**src/rtl/baud_pkg.sv**
```systemverilog
// Shared constants for the fractional baud generator: register map and
// a parameter legality helper.
package baud_pkg;

  localparam logic [1:0] BAUD_ADDR_DIV_LO = 2'd0;
  localparam logic [1:0] BAUD_ADDR_DIV_HI = 2'd1;
  localparam logic [1:0] BAUD_ADDR_FRAC   = 2'd2;
  localparam logic [1:0] BAUD_ADDR_COMMIT = 2'd3;

  function automatic bit baud_params_ok(input int div_w, input int frac_w, input int osr);
    return (div_w >= 8) && (div_w <= 16) &&
           (frac_w >= 1) && (frac_w <= 8) &&
           (osr >= 2) && (osr <= 32);
  endfunction

endpackage

```
**src/rtl/baud_frac_gen_if.sv**
```systemverilog
// Byte-wide register write bus into the baud generator.
interface baud_frac_gen_if;
  logic       wrt;
  logic [1:0] addr;
  logic [7:0] data;

  modport master (output wrt, addr, data);
  modport slave  (input  wrt, addr, data);
endinterface

```
**src/rtl/baud_frac_div.sv**
```systemverilog
// Fractional receive divider: integer count plus a carry accumulator that
// stretches the next period by one cycle whenever the fraction overflows.
module baud_frac_div #(
  parameter int DIV_W  = 16,
  parameter int FRAC_W = 4
) (
  input  logic              clk,
  input  logic              rst,
  input  logic              enable,
  input  logic              restart,
  input  logic [DIV_W-1:0]  act_div,
  input  logic [FRAC_W-1:0] act_frac,
  output logic              tick
);

  localparam logic [DIV_W:0] CNT_ONE = 1;

  logic [DIV_W:0]    rx_cntr_q, rx_cntr_d;
  logic [FRAC_W-1:0] acc_q, acc_d;
  logic              extra_q, extra_d;
  logic              div_nz;

  assign div_nz = (act_div != '0);
  // One extra bit on the counter so div + extra never wraps.
  assign tick = enable && !rst && div_nz &&
                (rx_cntr_q == ({1'b0, act_div} + {{DIV_W{1'b0}}, extra_q}));

  always_comb begin
    rx_cntr_d = rx_cntr_q;
    acc_d     = acc_q;
    extra_d   = extra_q;
    if (enable) begin
      if (restart) begin
        rx_cntr_d = CNT_ONE;
        acc_d     = '0;
        extra_d   = 1'b0;
      end else if (tick) begin
        rx_cntr_d          = CNT_ONE;
        {extra_d, acc_d}   = {1'b0, acc_q} + {1'b0, act_frac};
      end else if (div_nz) begin
        rx_cntr_d = rx_cntr_q + CNT_ONE;
      end
    end
  end

  always_ff @(posedge clk) begin
    if (rst) begin
      rx_cntr_q <= CNT_ONE;
      acc_q     <= '0;
      extra_q   <= 1'b0;
    end else begin
      rx_cntr_q <= rx_cntr_d;
      acc_q     <= acc_d;
      extra_q   <= extra_d;
    end
  end

endmodule

```
**src/rtl/baud_frac_gen.sv**
```systemverilog
// Fractional-rate baud generator: shadowed divisor registers with atomic
// commit, oversampled rx tick and a phase-locked tx tick every OSR rx ticks.
module baud_frac_gen import baud_pkg::*; #(
  parameter int DIV_W  = 16,
  parameter int FRAC_W = 4,
  parameter int OSR    = 16
) (
  input  logic             clk,
  input  logic             rst,
  input  logic             enable,
  baud_frac_gen_if.slave   bus,
  input  logic             clr_tx_baud,
  output logic             rx_baud_en,
  output logic             tx_baud_en,
  output logic             cfg_active
);

  localparam bit               PARAMS_OK = baud_params_ok(DIV_W, FRAC_W, OSR);
  localparam int               OS_W      = $clog2(OSR);
  localparam logic [OS_W-1:0]  OS_LAST   = OS_W'(OSR - 1);
  localparam logic [OS_W-1:0]  OS_ONE    = 1;
  localparam logic [DIV_W-1:0] LO_MASK   = DIV_W'(16'h00FF);

  logic [DIV_W-1:0]  sh_div_q, sh_div_d, act_div_q, act_div_d;
  logic [FRAC_W-1:0] sh_frac_q, sh_frac_d, act_frac_q, act_frac_d;
  logic [OS_W-1:0]   os_cntr_q, os_cntr_d;
  logic              wr_en, commit, restart;

  assign wr_en   = bus.wrt && enable;
  assign commit  = wr_en && (bus.addr == BAUD_ADDR_COMMIT);
  assign restart = commit || (enable && clr_tx_baud);

  always_comb begin
    sh_div_d   = sh_div_q;
    sh_frac_d  = sh_frac_q;
    act_div_d  = act_div_q;
    act_frac_d = act_frac_q;
    if (wr_en) begin
      case (bus.addr)
        BAUD_ADDR_DIV_LO: sh_div_d  = (sh_div_q & ~LO_MASK) | DIV_W'(bus.data);
        BAUD_ADDR_DIV_HI: sh_div_d  = (sh_div_q & LO_MASK) | DIV_W'({bus.data, 8'h00});
        BAUD_ADDR_FRAC:   sh_frac_d = bus.data[FRAC_W-1:0];
        default: begin
          act_div_d  = sh_div_q;
          act_frac_d = sh_frac_q;
        end
      endcase
    end
  end

  // Restart wins over the wrap, but a tick in the restart cycle is still emitted.
  always_comb begin
    os_cntr_d = os_cntr_q;
    if (restart)
      os_cntr_d = '0;
    else if (rx_baud_en)
      os_cntr_d = (os_cntr_q == OS_LAST) ? '0 : os_cntr_q + OS_ONE;
  end

  always_ff @(posedge clk) begin
    if (rst) begin
      sh_div_q   <= '0;
      sh_frac_q  <= '0;
      act_div_q  <= '0;
      act_frac_q <= '0;
      os_cntr_q  <= '0;
    end else begin
      sh_div_q   <= sh_div_d;
      sh_frac_q  <= sh_frac_d;
      act_div_q  <= act_div_d;
      act_frac_q <= act_frac_d;
      os_cntr_q  <= os_cntr_d;
    end
  end

  baud_frac_div #(.DIV_W(DIV_W), .FRAC_W(FRAC_W)) u_div (
    .clk      (clk),
    .rst      (rst),
    .enable   (enable),
    .restart  (restart),
    .act_div  (act_div_q),
    .act_frac (act_frac_q),
    .tick     (rx_baud_en)
  );

  assign tx_baud_en = rx_baud_en && (os_cntr_q == OS_LAST);
  assign cfg_active = (act_div_q != '0);

  a_params_legal: assert property (@(posedge clk) PARAMS_OK);

endmodule
```
**src/flat_wrapper.sv**
```systemverilog
// flat-port wrapper written by rule: the top's interface ports become plain ports
module baud_frac_gen_flat import baud_pkg::*;
#(
  parameter int DIV_W  = 16,
  parameter int FRAC_W = 4,
  parameter int OSR    = 16
)
  (clk, rst, enable, clr_tx_baud, rx_baud_en, tx_baud_en, cfg_active, bus_wrt, bus_addr, bus_data);
  baud_frac_gen_if bus_i ();
  input  logic clk;
  input  logic rst;
  input  logic enable;
  input  logic clr_tx_baud;
  output logic rx_baud_en;
  output logic tx_baud_en;
  output logic cfg_active;
  input wire logic [$bits(bus_i.wrt)-1:0] bus_wrt;
  input wire logic [$bits(bus_i.addr)-1:0] bus_addr;
  input wire logic [$bits(bus_i.data)-1:0] bus_data;
  assign bus_i.wrt = bus_wrt;
  assign bus_i.addr = bus_addr;
  assign bus_i.data = bus_data;
  baud_frac_gen #(.DIV_W(DIV_W), .FRAC_W(FRAC_W), .OSR(OSR)) u_core (.clk(clk), .rst(rst), .enable(enable), .bus(bus_i), .clr_tx_baud(clr_tx_baud), .rx_baud_en(rx_baud_en), .tx_baud_en(tx_baud_en), .cfg_active(cfg_active));
endmodule
```
**config.mk**
```make
export PLATFORM = sky130hd
export DESIGN_NAME = baud_frac_gen_flat
export DESIGN_NICKNAME = d
export VERILOG_FILES = /design/src/rtl/baud_pkg.sv /design/src/rtl/baud_frac_gen_if.sv /design/src/rtl/baud_frac_div.sv /design/src/rtl/baud_frac_gen.sv /design/src/flat_wrapper.sv
export SDC_FILE = /design/constraint.sdc
export NUM_CORES = 1
export LEC_CHECK = 0
export ABC_CLOCK_PERIOD_IN_PS = 3600
export BUFFER_PORTS_ARGS = -buffer_cell sky130_fd_sc_hd__buf_2
export CORE_ASPECT_RATIO = 1.4
export CORE_MARGIN = 3
export CORE_UTILIZATION = 45
export CTS_BUF_LIST = sky130_fd_sc_hd__clkbuf_8
export CTS_CLUSTER_SIZE = 12
export DETAILED_ROUTE_END_ITERATION = 6
export SYNTH_ARGS = -nofsm -noshare
export SYNTH_HDL_FRONTEND = slang
export SYNTH_HIERARCHICAL = 1
export SYNTH_SLANG_ARGS = --single-unit
```
**constraint.sdc**
```tcl
create_clock -name clk -period 3.6 [get_ports clk]
set_clock_uncertainty 0.2 [all_clocks]
set_input_delay 0.36 -clock clk [delete_from_list [all_inputs] [get_ports clk]]
set_output_delay 0.36 -clock clk [all_outputs]
set_load 0.02 [all_outputs]
```
# ---- Word-level counts from Yosys, hierarchy flattened
# Cells that the tools add are included.
dict set report totals {
  output_inout_bits 3
  wordCells 50
  regBits 66
  input_bits 15
}
dict set report classes {
  reduce_logical 21
  n_bitwise 3
  n_mux 9
  addsub 4
  eq_ne 5
}
# operator count
set op_table {}
lappend op_table {{17-bit two-way mux} 3}
lappend op_table {{16-bit one-hot mux with 2 select lines} 1}
lappend op_table {{16-bit by 1-bit adder with 17-bit output} 1}
lappend op_table {{17-bit by 1-bit adder with 17-bit output (second input constant)} 1}
lappend op_table {{17-bit == test} 1}
lappend op_table {{16-bit by 8-bit OR with 16-bit output} 1}
lappend op_table {{8-bit by 16-bit OR with 16-bit output} 1}
lappend op_table {{16-bit nonzero test} 1}
lappend op_table {{4-bit two-way mux} 3}
lappend op_table {{2-bit AND reduction} 5}
lappend op_table {{1-bit logical AND} 7}
lappend op_table {{4-bit by 4-bit adder with 5-bit output} 1}
lappend op_table {{4-bit by 1-bit adder with 4-bit output (second input constant)} 1}
lappend op_table {{2-bit == test (second input constant)} 2}
lappend op_table {{4-bit == test (second input constant)} 1}
lappend op_table {{2-bit nonzero test} 2}
lappend op_table {{3-bit nonzero test} 1}
lappend op_table {{3-bit OR reduction} 1}
lappend op_table {{2-bit by 1-bit == test with 1-bit output (second input constant)} 1}
lappend op_table {{2-bit zero test} 1}
lappend op_table {{1-bit two-way mux} 2}
lappend op_table {{2-bit OR reduction} 1}
lappend op_table {{1-bit zero test} 1}
lappend op_table {{1-bit logical OR} 1}
lappend op_table {{1-bit inverter} 1}

# ---- Depth between registers and ports, before layout
dict set report depth {
  word_depth 6
  ltp_mapped 13
  depth_no_buf 11
}

# ---- Hierarchy
# Netlist, hierarchy kept.
# module cells_each instances seq_area_each_um2 area_each_um2
set modules_own_cells {}
lappend modules_own_cells {baud_frac_div 267 1 440.4 1984.4}
lappend modules_own_cells {baud_frac_gen 193 1 880.8 1661.6}

# ---- Worst setup path before layout
# No wires, ideal clock.
dict set report synth_timing {
  path_type {reg2out}
  from {register u_core.act_div_q[0]}
  to {output port tx_baud_en}
  n_path_buf 1
  stages_incl_launch_ff 9
  required_ps 3040
  path_slack_ps -550
  arrival_ps 3590
  cell_sequence {dfxtp_1 > ha_1 > ha_1 > buf_2 > or4b_4 > a2111oi_4 > nand3_1 > nor4b_1 > and4_1}
}
dict set report synth_via {
  elab_chain_cells 4
  elab_cells_between_ends 6
  classes_between {add/sub: 1; eq/ne: 1; reduce/logical: 4}
}
# element line_no
set synth_rtl {}
lappend synth_rtl {{start: declaration} baud_frac_gen.sv:24} ;# logic [DIV_W-1:0] sh_div_q, sh_div_d, act_div_q, act_div_d;
lappend synth_rtl {{start signal: assignment} baud_frac_gen.sv:70} ;# act_div_q <= act_div_d;
lappend synth_rtl {{16-bit by 1-bit adder with 17-bit output or 16-bit nonzero test (tied branches)} {baud_frac_div.sv:26, baud_frac_div.sv:23}}
lappend synth_rtl {{17-bit == test or 1-bit logical AND (tied branches)} {baud_frac_div.sv:26, baud_frac_div.sv:25}}
lappend synth_rtl {{1-bit logical AND *} baud_frac_div.sv:25} ;# assign tick = enable && !rst && div_nz &&
lappend synth_rtl {{named net rx_baud_en} flat_wrapper.sv:14} ;# output logic rx_baud_en;
lappend synth_rtl {{1-bit logical AND *} baud_frac_gen.sv:86} ;# assign tx_baud_en = rx_baud_en && (os_cntr_q == OS_LAST);
lappend synth_rtl {{end: declaration} flat_wrapper.sv:15} ;# output logic tx_baud_en;
# The timed path passes the listed nets; every way through them passes the cells marked *.

# ---- Final worst setup path
dict set report layout_timing {
  from {register u_core.act_div_q[0]}
  to {output port tx_baud_en}
}
dict set report layout_via {
  elab_chain_cells 4
  elab_cells_between_ends 6
  classes_between {add/sub: 1; eq/ne: 1; reduce/logical: 4}
}
# element line_no
set layout_rtl {}
lappend layout_rtl {{16-bit by 1-bit adder with 17-bit output or 16-bit nonzero test (tied branches)} {baud_frac_div.sv:26, baud_frac_div.sv:23}}
lappend layout_rtl {{17-bit == test or 1-bit logical AND (tied branches)} {baud_frac_div.sv:26, baud_frac_div.sv:25}}
lappend layout_rtl {{1-bit logical AND *} baud_frac_div.sv:25}
lappend layout_rtl {{1-bit logical AND *} baud_frac_gen.sv:86}
# Every way passes the cells marked *; elsewhere a longest branch is shown, timed or not.

==> results.yml <==
logic_synthesis:
  ys_async_sr_fraction: 0
  synth_flop_cell: "sky130_fd_sc_hd__dfxtp_1"
  syn-cell-area_sq_um: 3650
  syn-instance-count: 460
  synth_seq_cells: 66
  synth-edff-count: 0
  synth_cell_type_count: 52
  seq_area_frac_synth: 0.362
  yosysWarnings: 6
  avgSynthCellArea_sq_um: 7.93
  post_synthesis_net_count: 484
power_and_ir_drop:
  power_switching_w: 0.000362
  switching_share: 0.229
  power.leakage_nw: 1.50
  share_seq_of_total_power: 0.468
  combPwrFrac: 0.046
  powerDensity_nw_per_um2: 382
  irDropWorstVdd_mv: 0.275
  internal_power_w: 0.00122
  clkPwrFrac: 0.486
global_route:
  grt_antenna_before_repair: 0
  grt_first_pass_wirelength_microns: 15600
  first_global_vias: 3248
  grt_max_degree: 62
  global_route.overflow_total: 0
  grt_use_total: 0.216
final_layout:
  fillerInstances: 806
  leading_cell_types_in_the_layout_fill_and_taps_excluded: "79 x sky130_fd_sc_hd__nand2_1, 64 x sky130_fd_sc_hd__dfxtp_1, 42 x sky130_fd_sc_hd__a21oi_1"
  final_net_count: 501
  area_of_combinational_cells_with_multiple_inputs_sq_um: 2210
  most_frequent_standard_cell_in_the_layout_excluding_fill_and_tap_cells: "sky130_fd_sc_hd__nand2_1"
  num_antenna_cells: 0
  register_area_sq_um: 1320
  fin_area_sq_um: 4140
  synth_to_final_area_change_pct: 13.5
  layout-drive-gt1-share: 0.127
timing:
  final-max-slew-violation-count: 0
  final_period_minus_worst_setup_slack_ps: 3430
  fmaxAchievable_mhz: 291
  max-slew-margin-rel: 0.545
  report.final.setup_viol: 0
  tightestPinTransition_ps: 683
  timing.final.hold_violations: 0
  final.period_utilization: 0.953
  fin_ws_ps: 169
critical_path:
  critPathCaptureType: "output pin"
  timing_worst_setup_path_type: "flop to output pin"
  crit_required_ps: 3040
  worst_setup_path_start_kind: "flop"
  worstPathArrival_ps: 2870
  cp_max_fo: 5
drt:
  remaining_drc_errors: 0
  drtAntennaViolNets: 0
  detailroute.via_count: 3398
  avgViaCountPerCell: 5.84
  routed_wirelength_microns: 9320
  drt-pass1-iter-count: 5
  drt-wirelength-per-cell_microns: 16.0
  detailedRoute.firstIterationViolations: 213
clock_tree:
  worstSkewPairLatency_ps: 360
  clock_tree.htree_level_count: 3
  tritoncts: "yes"
  cts_made_buffers: 9
  holdBufCountCts: 0
  path_clk_slew_ps: 70
  clockRootBuffer: "sky130_fd_sc_hd__clkbuf_8"
  clock_sink_count: 66
  bufs_on_longest_clock_path: 2
floorplan:
  die_y_microns: 113
  initial_core_utilization: 0.468
  io_pins: 18
  die_w_microns: 82.1
  design.die.area_sq_um: 9230
  std_cell_rows: 38
  floorplan.core_area_sq_um: 7800
placement:
  buffer_ports.inserted: 17
  placed_area_sq_um: 3840
  dp_hpwl_microns: 6650
  gp_routability_congestion: 0.956
  worst_slack_at_placement_ps: 233
run_status:
  run_status: "finished clean"
hold_path:
  hp-class: "input pin to flop"
flow_run:
  maxCapViolCount: 0
==> through the flow <==
stage	std cells	power, W	util	setup TNS [ps]	hold WS [ps]
2_1_floorplan	460	0.000799	-	0	231
3_3_place_gp	565	0.000828	0.493	0	240
3_5_place_dp	565	0.000828	0.493	0	248
4_1_cts	581	0.00159	0.525	0	48.6
5_1_grt	582	0.00163	0.531	-22.0	47.7
6_report	582	0.00158	0.531	0	58.9
==> worst paths after layout <==
check	startpoint	end	slack (ps)	depth (start not counted)
max	u_core/act_div_q[0]	tx_baud_en	170	8
min	bus_data[7]	u_core/sh_div_q[15]	60	3
max reg2reg	u_core/act_div_q[7]	u_core/u_div/rx_cntr_q[2]	230	9
min reg2reg	u_core/sh_div_q[2]	u_core/act_div_q[2]	250	2
==> logic make-up (layout without fill, tap and decap cells) <==
| family | after synthesis | after routing | share of synthesized area |
|---|---|---|---|
| compound gates | 91 | 91 | 0.157 |
| xor+xnor | 27 | 27 | 0.0649 |
| fa+ha+maj | 9 | 9 | 0.0329 |
| buf+inv | 36 | 58 | 0.0456 |
| flops | 66 | 66 | 0.362 |
| mux | 15 | 15 | 0.0412 |
| simple gates | 216 | 216 | 0.296 |
==> registers in the layout, indices dropped and copies added, names as in the netlist <==
name,count
u_core/os_cntr_q,4
u_core/act_frac_q,4
u_core/sh_div_q,16
u_core/sh_frac_q,4
u_core/u_div/acc_q,4
u_core/u_div/rx_cntr_q,17
u_core/u_div/extra_q,1
u_core/act_div_q,16
==> power by group through the flow <==
stage / combinational, W / sequential (W) / clock (W)
after floorplan: 0.0000439 / 0.000755 / 0
after global placement: 0.0000719 / 0.000756 / 0
after detailed placement: 0.0000721 / 0.000756 / 0
after CTS: 0.0000723 / 0.000739 / 0.000781
after global routing: 0.0000804 / 0.000739 / 0.000813
final: 0.0000725 / 0.000739 / 0.000768
==> Yosys cell counts, types with 2 or more instances <==
cell type,count,share of area
sky130_fd_sc_hd__a21o_1,4,0.0082
sky130_fd_sc_hd__a21oi_1,42,0.058
sky130_fd_sc_hd__a31oi_1,5,0.0086
sky130_fd_sc_hd__a32oi_1,2,0.0048
sky130_fd_sc_hd__a41oi_1,2,0.0048
sky130_fd_sc_hd__and2_1,7,0.012
sky130_fd_sc_hd__and3_1,8,0.014
sky130_fd_sc_hd__and4_1,2,0.0048
sky130_fd_sc_hd__buf_2,7,0.0096
sky130_fd_sc_hd__buf_4,2,0.0041
sky130_fd_sc_hd__buf_6,2,0.0062
sky130_fd_sc_hd__clkbuf_1,16,0.016
sky130_fd_sc_hd__dfxtp_1,66,0.36
sky130_fd_sc_hd__ha_1,8,0.027
sky130_fd_sc_hd__inv_1,9,0.0093
sky130_fd_sc_hd__mux2i_1,15,0.041
sky130_fd_sc_hd__nand2_1,79,0.081
sky130_fd_sc_hd__nand3_1,22,0.030
sky130_fd_sc_hd__nand3b_1,3,0.0062
sky130_fd_sc_hd__nand4_1,14,0.024
sky130_fd_sc_hd__nand4b_1,2,0.0048
sky130_fd_sc_hd__nor2_1,31,0.032
sky130_fd_sc_hd__nor2b_1,2,0.0034
sky130_fd_sc_hd__nor3_1,15,0.021
sky130_fd_sc_hd__nor3b_1,3,0.0062
sky130_fd_sc_hd__nor4_1,10,0.017
sky130_fd_sc_hd__o2111ai_1,3,0.0072
sky130_fd_sc_hd__o211ai_1,8,0.016
sky130_fd_sc_hd__o21ai_0,14,0.019
sky130_fd_sc_hd__o311ai_0,2,0.0048
sky130_fd_sc_hd__or3_1,4,0.0069
sky130_fd_sc_hd__or4_1,6,0.012
sky130_fd_sc_hd__xnor2_1,11,0.026
sky130_fd_sc_hd__xor2_1,16,0.038
==> timing repair <==
action,4_1_cts,5_1_grt
pin swaps,0,1
setup buffers,0,1
endpoints found under the setup margin,1,13
gates resized for setup,1,11
==> layout make-up <==
| type | instances | share of cell area |
|---|---|---|
| tap | 100 | 0.0302 |
| timing repair buffer | 33 | 0.0496 |
| clock buffer | 9 | 0.0299 |
| inverter | 9 | 0.00816 |
| multi-input combinational | 358 | 0.533 |
| clock inverter | 7 | 0.0287 |
| sequential | 66 | 0.320 |
==> layer usage <==
metal,GRT usage,part of all wire,vias up
li1,-,-,1689
met1,0.271,0.43,1610
met2,0.355,0.50,79
met3,0.0409,0.042,20
met4,0.0898,0.024,0
met5,0,0,-
==> critical path, stage by stage (launching register included) <==
cell and delay, ps:
sky130_fd_sc_hd__dfxtp_2 360, sky130_fd_sc_hd__ha_2 240, sky130_fd_sc_hd__ha_4 160, sky130_fd_sc_hd__or4b_4 470
sky130_fd_sc_hd__a2111oi_4 390, sky130_fd_sc_hd__nand3_2 130, sky130_fd_sc_hd__nor4b_4 380, sky130_fd_sc_hd__and4_1 230
sky130_fd_sc_hd__buf_2 160
Note: power is estimated with default switching activity, not from simulation.
